<file path="src/rtl/display_mux_if.sv">
// rtl/display_mux_if.sv - front-panel display value inputs and scanned digit/segment outputs
interface display_mux_if;
    logic [15:0] disp_addr;
    logic [7:0]  disp_data;
    logic [5:0]  disp_dp;
    logic        disp_update;
    logic        disp_blank;
    logic [5:0]  DISP_digit;
    logic [7:0]  DISP_seg;
    logic        frame_tick;

    modport master (
        output disp_addr, disp_data, disp_dp, disp_update, disp_blank,
        input  DISP_digit, DISP_seg, frame_tick
    );

    modport slave (
        input  disp_addr, disp_data, disp_dp, disp_update, disp_blank,
        output DISP_digit, DISP_seg, frame_tick
    );
endinterface

</file>
<file path="src/rtl/display_mux.sv">
// rtl/display_mux.sv - six-digit multiplexed 7-segment driver with frame-synchronous double buffer
module display_mux #(
    parameter int SLOT_BITS   = 15,
    parameter int GUARD_TICKS = 256
) (
    input  logic         clk,
    input  logic         rst_n,
    display_mux_if.slave bus
);
    localparam logic [SLOT_BITS-1:0] GUARD      = SLOT_BITS'(GUARD_TICKS);
    localparam logic [SLOT_BITS-1:0] SLOT_LAST  = '1;
    localparam logic [2:0]           LAST_DIGIT = 3'd5;

    logic [SLOT_BITS-1:0] slot_cnt;
    logic [2:0]           idx;
    logic                 tc;
    logic                 frame;

    logic [15:0] pend_addr, act_addr;
    logic [7:0]  pend_data, act_data;
    logic [5:0]  pend_dp, act_dp;
    logic        pend_valid;

    logic [5:0]  digit;
    logic [7:0]  seg;
    logic [3:0]  nib;

    function automatic logic [6:0] hex7(input logic [3:0] v);
        case (v)
            4'h0: hex7 = 7'h3F;
            4'h1: hex7 = 7'h06;
            4'h2: hex7 = 7'h5B;
            4'h3: hex7 = 7'h4F;
            4'h4: hex7 = 7'h66;
            4'h5: hex7 = 7'h6D;
            4'h6: hex7 = 7'h7D;
            4'h7: hex7 = 7'h07;
            4'h8: hex7 = 7'h7F;
            4'h9: hex7 = 7'h6F;
            4'hA: hex7 = 7'h77;
            4'hB: hex7 = 7'h7C;
            4'hC: hex7 = 7'h39;
            4'hD: hex7 = 7'h5E;
            4'hE: hex7 = 7'h79;
            default: hex7 = 7'h71;
        endcase
    endfunction

    assign tc    = (slot_cnt == SLOT_LAST);
    assign frame = tc && (idx == LAST_DIGIT);

    always_ff @(posedge clk or negedge rst_n) begin
        if (!rst_n) begin
            slot_cnt <= '0;
            idx      <= '0;
        end else begin
            slot_cnt <= slot_cnt + 1'b1;
            if (tc) begin
                idx <= (idx == LAST_DIGIT) ? 3'd0 : idx + 3'd1;
            end
        end
    end

    // A strobe on the boundary cycle still lets the older pending value load; the new one waits a frame.
    always_ff @(posedge clk or negedge rst_n) begin
        if (!rst_n) begin
            pend_addr  <= '0;
            pend_data  <= '0;
            pend_dp    <= '0;
            pend_valid <= 1'b0;
            act_addr   <= '0;
            act_data   <= '0;
            act_dp     <= '0;
        end else begin
            if (frame && pend_valid) begin
                act_addr   <= pend_addr;
                act_data   <= pend_data;
                act_dp     <= pend_dp;
                pend_valid <= 1'b0;
            end
            if (bus.disp_update) begin
                pend_addr  <= bus.disp_addr;
                pend_data  <= bus.disp_data;
                pend_dp    <= bus.disp_dp;
                pend_valid <= 1'b1;
            end
        end
    end

    always_comb begin
        nib = act_addr[15:12];
        case (idx)
            3'd1:    nib = act_addr[11:8];
            3'd2:    nib = act_addr[7:4];
            3'd3:    nib = act_addr[3:0];
            3'd4:    nib = act_data[7:4];
            3'd5:    nib = act_data[3:0];
            default: nib = act_addr[15:12];
        endcase
    end

    // Segments latch once per slot so they are settled before the guard interval ends.
    always_ff @(posedge clk or negedge rst_n) begin
        if (!rst_n) begin
            seg   <= '0;
            digit <= '0;
        end else begin
            if (slot_cnt == '0) begin
                seg <= {act_dp[idx], hex7(nib)};
            end
            if ((slot_cnt >= GUARD) && !bus.disp_blank) begin
                digit <= 6'd1 << idx;
            end else begin
                digit <= '0;
            end
        end
    end

    assign bus.DISP_digit = digit;
    assign bus.DISP_seg   = seg;
    assign bus.frame_tick = frame;
endmodule

</file>
<file path="src/flat_wrapper.sv">
// flat-port wrapper written by rule: the top's interface ports become plain ports
module display_mux_flat 
#(
    parameter int SLOT_BITS   = 15,
    parameter int GUARD_TICKS = 256
)
  (clk, rst_n, bus_disp_addr, bus_disp_data, bus_disp_dp, bus_disp_update, bus_disp_blank, bus_DISP_digit, bus_DISP_seg, bus_frame_tick);
  display_mux_if bus_i ();
  input  logic clk;
  input  logic rst_n;
  input wire logic [$bits(bus_i.disp_addr)-1:0] bus_disp_addr;
  input wire logic [$bits(bus_i.disp_data)-1:0] bus_disp_data;
  input wire logic [$bits(bus_i.disp_dp)-1:0] bus_disp_dp;
  input wire logic [$bits(bus_i.disp_update)-1:0] bus_disp_update;
  input wire logic [$bits(bus_i.disp_blank)-1:0] bus_disp_blank;
  output wire logic [$bits(bus_i.DISP_digit)-1:0] bus_DISP_digit;
  output wire logic [$bits(bus_i.DISP_seg)-1:0] bus_DISP_seg;
  output wire logic [$bits(bus_i.frame_tick)-1:0] bus_frame_tick;
  assign bus_i.disp_addr = bus_disp_addr;
  assign bus_i.disp_data = bus_disp_data;
  assign bus_i.disp_dp = bus_disp_dp;
  assign bus_i.disp_update = bus_disp_update;
  assign bus_i.disp_blank = bus_disp_blank;
  assign bus_DISP_digit = bus_i.DISP_digit;
  assign bus_DISP_seg = bus_i.DISP_seg;
  assign bus_frame_tick = bus_i.frame_tick;
  display_mux #(.SLOT_BITS(SLOT_BITS), .GUARD_TICKS(GUARD_TICKS)) u_core (.clk(clk), .rst_n(rst_n), .bus(bus_i));
endmodule
</file>
<file path="config.mk">
export PLATFORM = sky130hd
export DESIGN_NAME = display_mux_flat
export DESIGN_NICKNAME = d
export VERILOG_FILES = /design/src/rtl/display_mux_if.sv /design/src/rtl/display_mux.sv /design/src/flat_wrapper.sv
export SDC_FILE = /design/constraint.sdc
export NUM_CORES = 1
export LEC_CHECK = 0
export CAP_MARGIN = 10
export CORE_MARGIN = 1
export CORE_UTILIZATION = 35
export DETAILED_ROUTE_END_ITERATION = 10
export SYNTH_ARGS = -nofsm -noshare
export SYNTH_HDL_FRONTEND = slang
export SYNTH_SLANG_ARGS = --single-unit
</file>
<file path="constraint.sdc">
create_clock -name clk -period 2.6 [get_ports clk]
set_clock_uncertainty 0.1 [all_clocks]
set_input_delay 0.39 -clock clk [delete_from_list [all_inputs] [get_ports clk]]
set_output_delay 0.39 -clock clk [all_outputs]
set_load 0.005 [all_outputs]
</file>
==> summary.md, run 1 <==
| Metric | Value |
|---|---|
| Status | complete, but fails checks |
| Failing checks | hold timing |
| Number of global-route vias before repair | 2681 |
| Clock sinks | 93 |
| # fillers | between 1000 and 1500 |
| Main combinational cell family by area after synthesis | multiplexers |
| RSZ-0062 raised after global routing | no |
| Area of the die | between 10000 and 15000 µm² |
| Setup violators final | 0 |
| Least-Margin Pin Slew | 0.661 ns |
| Power consumption | 0.00297 W |
| Global-route usage over all layers | 13.9% |
| DP HPWL | between 5000 and 6000 µm |
| Post-synth top area cell | dfrtp_1 |
| Synth top area cells | dfrtp_1, mux2_4, mux2_2 |
| Clock power share | between 40% and 50% |
| Period utilisation layout | between 90 and 100% |
| Commonest cells after routing, fill and taps aside | dfrtp_1, clkdlybuf4s50_1, mux2_2, mux2_4, buf_4 |
| Antenna-violating nets left | 0 |
| P_sw | 0.000588 W |
| Post-synthesis adder-cell area fraction | 2.90% |
| Worst-path clk slew | 0.06 ns |
| Vias/cell | 5.00 |
| Ratio of cells with drive above 1 in the final layout | 29.4% |
| Setup ws final | 0.103 ns |
| Critical path class | register to output pin |
| DRT Pass-1 Iters | 4 |
| Hold slack | -0.0135 ns |
| Fraction of registers with async set/reset | 100% |
| Hold_buf cts | 0 |
| Worst EP required | 2.11 ns |
| PwrDens | 552 nW/µm² |
| Max-cap violations | 0 |
| Final Hold Viols | 7 |
| Distinct cells, synth | 57 |
| Leakage | 2.44 nW |
| Register share of total power | approximately half |
| Initial core utilization | between 30 and 40% |
| Post-route DRC | 0 |
| Htree depth | 3 |
| Top FF cell, synth | dfrtp_1 |
| Min-delay worst type | input pin to async pin |
| Met3 usage | 3.37% |
| CTS tree | built |
| Share of the synthesized area in the top cell type | 54.0% |
| Routability cong. | 0.931 |
| Switch share | 19.8% |
| Via count | 2711 |
| Slew HR | 55.9% |
| Layout area overhead | 24.8% |
| Core Box Area | 12000 µm² |
| Int Pwr | 0.00238 W |
| Fin nets | ~430 |
| Most used routing layer | met2 |
| Combinational share of power | 4.8% |
| First-pass GRT wire length | 13900 µm |
| CP Launch Type | register |
| Compound-gate portion of the synthesized area | 8.27% |
| DR WL/cell | 15.1 µm |
| GR Layer Usage met2 | a little over a fifth |
| Worst VDD drop | 0.000358 V |
| IO Port Bufs | 48 |
| Fin. max-slew vios | 0 |
| Min Tclk post-route | 2.50 ns |
| Register area share after synthesis | 54.0% |
| Worst-skew pair later-pin latency | 0.33 ns |
| Post-synthesis xor/xnor area fraction | 2.84% |
| Commonest non-fill, non-tap cell in the layout | dfrtp_1 |
| Starting DRT DRC Count | 129 |
| Width of the chip | 113 µm |
| CTS max path bufs | 2 |
| Max Fclk | 0.401 GHz |
| Fraction of synthesized area in multiplexers | ~19% |
| Syn Std Cell Area | 4310 µm² |
| Global Route met1 Usage | 19.5% |
| Synthesized flop and latch total | slightly above 90 |
| Fin Setup TNS | 0 ns |
| Critical path fanouts, max | 4 |
| Die height | 113 µm |
| Synth Area in Simple Gates | 9.96% |
| Syn avg cell area | 13.4 µm² |
| Initial antenna violation count | 0 |
| Pre-CTS setup slack | 0.129 ns |
| Mapped Nets | 366 |
| Number of buffers created by CTS | 9 |
| Final Util | ~45% |
| Crit. End Element | output pin |
| Post-synth EDFFs | 0 |
| Rows | 40 |
| Grt ovf | 0 |
| Post-synthesis cell count | between 300 and 400 |
| Io pins | 49 |
| Register area | 2330 µm² |
| Worst EP arrival | 2.01 ns |
| Final WL | 8170 µm |
| Largest net degree at the start of global routing | 52 |
| Multi-input logic area | 1880 µm² |
| Root buf cell | clkbuf_16 |
| Synth warn | 0 |
| N_diodes | 0 |
==> routing by layer <==
metal	up-vias	share of wire (%)
met5	-	0
li1	1302	-
met4	0	1.3
met2	66	46
met1	1330	49
met3	13	4.1
==> timing repair <==
action	in CTS	in global routing
setup buffers	6	3
gates resized for setup	3	5
pin swaps	0	1
setup endpoints to repair	1	3
==> registers in the layout (all words and copies together) (netlist names) <==
signal and flops:
u_core.slot_cnt 15, u_core.idx 3, u_core.act_data 8, u_core.pend_addr 16, u_core.pend_dp 6, u_core.bus.DISP_digit 6
u_core.pend_valid 1, u_core.bus.DISP_seg 8, u_core.act_dp 6, u_core.act_addr 16, u_core.pend_data 8
==> critical path, cell delays in order, from the launching register on <==
cell,delay (ns)
dfrtp_1,0.37
and3_4,0.20
nand3_2,0.12
nor3_4,0.23
nand2_2,0.11
nor2_2,0.15
clkdlybuf4s50_1,0.51
==> Yosys cell counts, types with 5 or more instances <==
master,n
xnor2_1,10
mux2_4,30
nand2_1,15
nand3_1,8
nor2b_1,5
nand2b_1,5
inv_1,8
nor2_1,14
mux2_2,30
buf_6,5
dfrtp_1,93
ha_1,10
a21oi_1,10
o21ai_0,5
==> final timing paths <==
check / from / to / slack [ns] / cells after the start
setup / recovery: u_core.slot_cnt[5] / bus_frame_tick / 0.10 / 6
hold / removal: rst_n / u_core.pend_addr[5] / -0.01 / 1
setup reg to reg: u_core.idx[1] / u_core.bus.DISP_seg[1] / 0.13 / 10
hold reg to reg: u_core.bus.DISP_seg[5] / u_core.bus.DISP_seg[5] / 0.38 / 2
max in group asynchronous: rst_n / u_core.pend_dp[0] / 1.77 / 2
min in group clk: u_core.bus.DISP_seg[5] / u_core.bus.DISP_seg[5] / 0.38 / 2
==> per-stage QoR <==
step                instances  hold slack, ns  area, µm²
floorplan                 322        -0.00559       4310
global placement          517           0.360       4990
detailed placement        517           0.364       4990
CTS                       539          0.0122       5340
global route              542          0.0468       5380
finish                    542         -0.0135       5380
==> final cells by class <==
class	instances	share of cell area (%)
Clock buffer	13	4.84
Clock inverter	3	0.814
Inverter	8	0.558
Multi-Input combinational cell	209	35.0
Sequential cell	93	43.3
Tap cell	147	3.42
Timing Repair Buffer	69	12.1
==> power by group through the flow <==
stage / sequential [W] / combinational [W] / clock, W
2_1_floorplan: 0.00154 / 0.0000575 / 0
3_3_place_gp: 0.00155 / 0.000145 / 0
3_5_place_dp: 0.00155 / 0.000149 / 0
4_1_cts: 0.00152 / 0.000149 / 0.00135
5_1_grt: 0.00152 / 0.000160 / 0.00141
6_report: 0.00152 / 0.000144 / 0.00131
==> logic make-up after synthesis <==
family / after synthesis
AO/OA/AOI/OAI: 49
XOR/XNOR: 14
AND/OR/NAND/NOR: 73
flip-flops: 93
multiplexers: 63
buffers and inverters: 20
adder cells (fa/ha/maj): 10
No activity file was read; power rests on OpenSTA's default activity.
==> run 2, diff against run 1 <==
--- a/config.mk
+++ b/config.mk
@@ -8,7 +8,9 @@
 export CAP_MARGIN = 10
 export CORE_MARGIN = 1
 export CORE_UTILIZATION = 35
+export CTS_CLUSTER_DIAMETER = 150
 export DETAILED_ROUTE_END_ITERATION = 10
+export GPL_TIMING_DRIVEN = 0
 export SYNTH_ARGS = -nofsm -noshare
 export SYNTH_HDL_FRONTEND = slang
 export SYNTH_SLANG_ARGS = --single-unit
==> constraint.sdc (replaced) <==
create_clock -name clk -period 2.3 [get_ports clk]
set_clock_uncertainty 0.1 [all_clocks]
set_input_delay 0.345 -clock clk [delete_from_list [all_inputs] [get_ports clk]]
set_output_delay 0.345 -clock clk [all_outputs]
set_load 0.005 [all_outputs]
==> run 2 against run 1 <==
The run ends with setup timing left; critical path depth up 3; worst hold slack improved by 0.40 ns; flip-flop and latch count is the same; cell count rose by 3.3%; first-iteration DRC count fell by 36%; wire length increased by 3.5%; count of clock-buffer cells in the layout shrank 1; sequential share of layout area down 2.3 points; register-to-register slack worse by 0.17 ns; worst setup slack worse by 0.14 ns.
==> summary.md, run 2 (same netlist as run 1, synthesis figures left out) <==
| Metric | Value |
|---|---|
| Via count | 2748 (+1.4%) |
| Vias/cell | 4.91 (-1.9%) |
| Period utilisation layout | 102% |
| Slowest cell on the critical path | dfrtp_1 |
| Max-cap violations | 0 (unchanged) |
| Worst VDD drop | 0.000315 V (-12%) |
| Starting DRT DRC Count | 82 (-36%) |
| Register share of total power | 49.9% (-1.2 points) |
| Critical Path, Cell by Cell | clkbuf_4, and2_4, ha_4, a22o_1, o22a_4, ha_4, a21oi_2, a211o_1, a22o_1 |
| Fin. max-slew vios | 0 (unchanged) |
| Int Pwr | 0.00273 W (+14%) |
| Leakage | 2.55 nW (+4.6%) |
| Max Fclk | 0.427 GHz |
| Width of the chip | 113 µm (unchanged) |
| N_diodes | 0 (unchanged) |
| Failing checks | setup timing |
| Rows | 40 (unchanged) |
| IO Port Bufs | 48 (unchanged) |
| Antenna-violating nets left | 0 (unchanged) |
| Crit. End Element | register |
| Routability cong. | 0.834 (-10%) |
| Worst-path clk slew | 0.07 ns (about the same) |
| Fin area | 5680 µm² (+5.7%) |
| Initial antenna violation count | 0 (unchanged) |
| Worst EP arrival | 2.46 ns (+0.45 ns) |
| Combinational share of power | 4.8% (about the same) |
| Critical path class | register to register |
| Io pins | 49 (unchanged) |
| Met3 usage | 2.41% (-0.96 points) |
| Number of buffers created by CTS | 9 (unchanged) |
| Placed Area | 5030 µm² (+0.83%) |
| Commonest cells after routing, fill and taps aside | dfrtp_1, clkdlybuf4s50_1, mux2_2, mux2_4, buf_4 |
| DR WL/cell | 15.1 µm (+0.16%) |
| Least-Margin Pin Slew | 0.583 ns (-0.0775 ns) |
| Critical path fanouts, max | 10 (+6) |
| CP delay by family, top | compound AO/OA/AOI/OAI gates |
| DP HPWL | 5880 µm (about the same) |
| Largest net degree at the start of global routing | 63 (+21%) |
| Biggest regs | u_core.act_addr: 16 flops, u_core.pend_addr: 16 flops, u_core.slot_cnt: 15 flops |
| Min Tclk post-route | 2.34 ns |
| Worst-skew pair later-pin latency | 0.34 ns (about the same) |
| PwrDens | 605 nW/µm² (+9.5%) |
| Layout area overhead | 31.8% |
| Area of the die | 12800 µm² (unchanged) |
| Final Util | 47.3% (+2.5 points) |
| Number of global-route vias before repair | 2849 (+6.3%) |
| Clock sinks | 93 (unchanged) |
| DRT Pass-1 Iters | 4 (unchanged) |
| Global-route usage over all layers | 14.3% (+0.43 points) |
| Htree depth | 3 (unchanged) |
| Final Hold Viols | 0 (-7) |
| Ratio of cells with drive above 1 in the final layout | 37.0% (+7.7 points) |
| CTS max path bufs | 2 (unchanged) |
| Slew HR | 61.1% (+5.2 points) |
| Global Route met1 Usage | 19.8% (+0.31 points) |
| Slowest stage delay, CP | 0.36 ns (-0.15 ns) |
| Worst EP required | 2.42 ns (+0.31 ns) |
| Initial core utilization | 35.9% (unchanged) |
| GR Layer Usage met2 | 22.3% (+0.74 points) |
| Min-delay worst type | register to register |
| Fin nets | 452 (+4.1%) |
| Final WL | 8450 µm (+3.5%) |
| Setup violators final | 2 (+2) |
| CTS tree | built |
| Power consumption | 0.00344 W (+16%) |
| Worst Path Buf+Inv | 1 (unchanged) |
| CP Launch Type | register |
| First-pass GRT wire length | 14300 µm (+2.8%) |
| Die height | 113 µm (unchanged) |
| Status | complete, but fails checks |
| Root buf cell | clkbuf_16 |
| Grt ovf | 0 (unchanged) |
| Clock power share | 45.3% (+1.3 points) |
| Pre-CTS setup slack | -0.392 ns (-0.521 ns) |
| Most used routing layer | met2 |
| Commonest non-fill, non-tap cell in the layout | dfrtp_1 |
| Post-route DRC | 0 (unchanged) |
| RSZ-0062 raised after global routing | yes |
| Core Box Area | 12000 µm² (unchanged) |
| Setup ws final | -0.0400 ns (-0.143 ns) |
| Fin Setup TNS | -0.0550 ns (-0.0550 ns) |
| P_sw | 0.000711 W (+21%) |
| Switch share | 20.7% (+0.88 points) |
## run 2: through the flow
| step | cells | hold WS (ns) |
|---|---|---|
| floorplan | 322 | -0.0506 |
| global placement | 517 | 0.371 |
| detailed placement | 518 | 0.226 |
| CTS | 561 | 0.393 |
| global route | 560 | 0.418 |
| finish | 560 | 0.385 |
## run 2: timing repair
| action | CTS | global route |
|---|---|---|
| pin swaps | 11 | 4 |
| buffers inserted | 26 | 0 |
| hold endpoints to repair | 31 | 0 |
| endpoints found under the setup margin | 8 | 7 |
| hold buffers | 1 | 0 |
| gates resized for setup | 26 | 10 |
## run 2: tightest hold or removal path, delay by kind of cell (launching register included)
| kind | cells | cell delay [ns] |
|---|---|---|
| flops | 1 | 0.35 |
| simple gates | 1 | 0.05 |
| compound gates | 1 | 0.05 |
## run 2: cell type report
class,instances,area (µm²)
plain buffers,11,90.1
clock buffers,12,267
clock inverters,4,55.1
fillers,1104,6330
inverters,8,35.0
multi-input cells,209,2010
flip-flops and latches,93,2330
well taps,147,184
repair buffers,76,713
## run 2: final timing paths
path	from	to	slack, ns	cells past startpoint
worst min-delay path	u_core.bus.DISP_seg[6]	u_core.bus.DISP_seg[6]	0.38	2
worst max-delay path	u_core.idx[1]	u_core.bus.DISP_seg[1]	-0.04	9
min in group asynchronous	rst_n	u_core.pend_addr[7]	0.39	2
worst max register to register	u_core.idx[1]	u_core.bus.DISP_seg[1]	-0.04	9
max in group asynchronous	rst_n	u_core.idx[0]	1.06	3
worst min register to register	u_core.bus.DISP_seg[6]	u_core.bus.DISP_seg[6]	0.38	2
## run 2: power groups by stage
stage	Clock (W)	Combinational, W	Sequential [W]
after floorplan	0	0.0000650	0.00174
after global placement	0	0.000159	0.00175
after detailed placement	0	0.000169	0.00175
after CTS	0.00159	0.000170	0.00172
after global routing	0.00166	0.000182	0.00172
final	0.00156	0.000164	0.00172
## run 2: per-layer routing
layer / part of all wire (%) / wire [µm]
met1: 49 / 4120
met5: 0 / 0
met3: 2.8 / 237
met4: 1.6 / 133
met2: 47 / 3960
==> run 3, diff against run 2 <==
--- a/config.mk
+++ b/config.mk
@@ -11,6 +11,8 @@
 export CTS_CLUSTER_DIAMETER = 150
 export DETAILED_ROUTE_END_ITERATION = 10
 export GPL_TIMING_DRIVEN = 0
+export MAX_ROUTING_LAYER = met4
+export PLACE_DENSITY = 0.53
 export SYNTH_ARGS = -nofsm -noshare
 export SYNTH_HDL_FRONTEND = slang
 export SYNTH_SLANG_ARGS = --single-unit
==> run 3 against run 2 <==
Via count is 0.80% higher; cell count is 0.54% lower; the flow still finishes with violations (setup timing); worst setup slack worse by 0.023 ns; clock power is 7% lower; largest power group unchanged; final area is 0.81% lower; non-clock buffer count is 3 lower.
==> summary.md, run 3 (same netlist as run 1, synthesis figures left out) <==
| Metric | Value |
|---|---|
| Met3 WL post-DR | 312 µm (+32%) |
| Number of global-route vias before repair | 2928 (+2.8%) |
| Initial core utilization | 35.9% (unchanged) |
| Critical path class | register to register |
| Min-delay worst type | input pin to async pin |
| Setup ws final | -0.0632 ns (-0.0232 ns) |
| Worst-skew pair later-pin latency | 0.34 ns (about the same) |
| Min Tclk post-route | 2.36 ns (+0.0232 ns) |
| IO Port Bufs | 48 (unchanged) |
| Die height | 113 µm (unchanged) |
| Fin area | 5640 µm² (-0.81%) |
| DP HPWL | 5880 µm (-0.11%) |
| Antenna-violating nets left | 0 (unchanged) |
| Failing checks | setup timing |
| Vias/cell | 4.97 (+1.3%) |
| DR WL met2 | 4070 µm (+2.7%) |
| # fillers | 1127 (+2.1%) |
| Number of buffers created by CTS | 9 (unchanged) |
| Largest net degree at the start of global routing | 64 (+1.6%) |
| CTS max path bufs | 2 (unchanged) |
| N_diodes | 0 (unchanged) |
| Worst EP arrival | 2.49 ns (+0.03 ns) |
| Htree depth | 3 (unchanged) |
| Post-route DRC | 0 (unchanged) |
| Core Box Area | 12000 µm² (unchanged) |
| Worst VDD drop | 0.000317 V (+0.62%) |
| Routability cong. | 0.826 (-1.0%) |
| Highest Signal Layer | met4 |
| Crit. End Element | register |
| Placed Area | 5030 µm² (unchanged) |
| Max Fclk | 0.423 GHz (-0.98%) |
| DRT Pass-1 Iters | 4 (unchanged) |
| Hold slack | 0.377 ns (-0.00847 ns) |
| Fin nets | 449 (-0.66%) |
| Io pins | 49 (unchanged) |
| Fin. max-slew vios | 0 (unchanged) |
| Starting DRT DRC Count | 104 (+27%) |
| Slew HR | 55.7% (-5.4 points) |
| Met1 wire length | 4110 µm (-0.32%) |
| Width of the chip | 113 µm (unchanged) |
| Clock sinks | 93 (unchanged) |
| Critical path fanouts, max | 5 (-5) |
| Setup violators final | 2 (unchanged) |
| Ratio of cells with drive above 1 in the final layout | 35.6% (-1.4 points) |
| Period utilisation layout | 103% (+1.0 points) |
| Commonest cells after routing, fill and taps aside | dfrtp_1, clkdlybuf4s50_1, mux2_2, mux2_4, buf_4 |
| Via count | 2770 (+0.80%) |
| Power consumption | 0.00334 W (-3.0%) |
| Commonest non-fill, non-tap cell in the layout | dfrtp_1 |
| Grt ovf | 0 (unchanged) |
| Root buf cell | clkbuf_16 |
| CTS tree | built |
| Leakage | 2.52 nW (-1.3%) |
| Area of the die | 12800 µm² (unchanged) |
| Max-cap violations | 0 (unchanged) |
| Status | complete, but fails checks |
| Layout area overhead | 30.8% |
| Final WL | 8660 µm (+2.4%) |
| Rows | 40 (unchanged) |
| Fin Setup TNS | -0.0954 ns (-0.0403 ns) |
| Total placed cells including tap cells | 518 (unchanged) |
| RSZ-0062 raised after global routing | yes |
| Biggest regs | u_core.act_addr: 16 flops, u_core.pend_addr: 16 flops, u_core.slot_cnt: 15 flops |
| First-pass GRT wire length | 14900 µm (+4.0%) |
| Worst EP required | 2.43 ns (about the same) |
| Global-route usage over all layers | 15.7% (+1.4 points) |
| Initial antenna violation count | 0 (unchanged) |
| Worst-path clk slew | 0.06 ns (about the same) |
| PwrDens | 592 nW/µm² (-2.2%) |
| DR WL/cell | 15.5 µm (+3.0%) |
| Least-Margin Pin Slew | 0.664 ns (+0.0811 ns) |
| Final Hold Viols | 0 (unchanged) |
| CP Launch Type | register |
| Post-Layout Cell Count | 557 (-0.54%) |
## run 3: changes by cell type in the layout (fill, tap and decap cells not counted), moves of 2 or more
| cell | before | now |
|---|---|---|
| clkinv_4 | 2 | 0 |
| clkbuf_8 | 3 | 1 |
| buf_6 | 5 | 7 |
| clkbuf_1 | 1 | 6 |
| buf_4 | 27 | 23 |
## run 3: area by class of cell
class	instances	area (µm²)	share of cell area, %
multi-input cells	209	2010	35.7
clock buffers	15	258	4.57
flip-flops and latches	93	2330	41.3
clock inverters	1	30.0	0.533
plain buffers	11	93.8	1.66
well taps	147	184	3.26
inverters	8	32.5	0.577
repair buffers	73	694	12.3
## run 3: repair_timing
item	4_1_cts	5_1_grt
hold endpoints to repair	30	0
endpoints found under the setup margin	8	8
setup buffers	19	4
pin swaps	7	8
hold buffers	1	0
gates resized for setup	25	16
## run 3: power by group
group          switching [W]  leakage (nW)  internal, W  total [W]
clock network       0.000579         0.138     0.000874    0.00145
logic              0.0000606          1.20     0.000103   0.000164
registers          0.0000291          1.18      0.00169    0.00172
total               0.000669          2.52      0.00267    0.00334
## run 3: worst max-delay path: stages, from the launching register on
cell and delay, ns:
dfrtp_2 0.44, buf_8 0.13, and2_4 0.16, ha_4 0.18
a22o_1 0.23, o22a_4 0.24, ha_4 0.28, a21oi_2 0.03
a211o_1 0.28, a22o_1 0.17
## run 3: metal layers
metal	GRT usage [%]	up-vias
li1	-	1325
met1	20.5	1374
met2	23.3	55
met3	3.86	16
met4	6.49	0
met5	-	-
## run 3: through the flow
step                utilization [%]  setup WS (ns)
detailed placement             41.9         -0.404
finish                         46.9        -0.0632
global placement               41.6          -2.77
CTS                            46.3        -0.0849
floorplan                         -        -0.0657
global route                   46.9         -0.143
## run 3: worst paths after layout
kind | from | to | slack [ns] | cells past startpoint
setup / recovery | u_core.idx[0] | u_core.bus.DISP_seg[1] | -0.06 | 9
hold / removal | rst_n | u_core.bus.DISP_seg[1] | 0.38 | 2
setup reg to reg | u_core.idx[0] | u_core.bus.DISP_seg[1] | -0.06 | 9
hold reg to reg | u_core.bus.DISP_seg[6] | u_core.bus.DISP_seg[6] | 0.38 | 2
max in group asynchronous | rst_n | u_core.act_data[1] | 1.09 | 3
min in group clk | u_core.bus.DISP_seg[6] | u_core.bus.DISP_seg[6] | 0.38 | 2
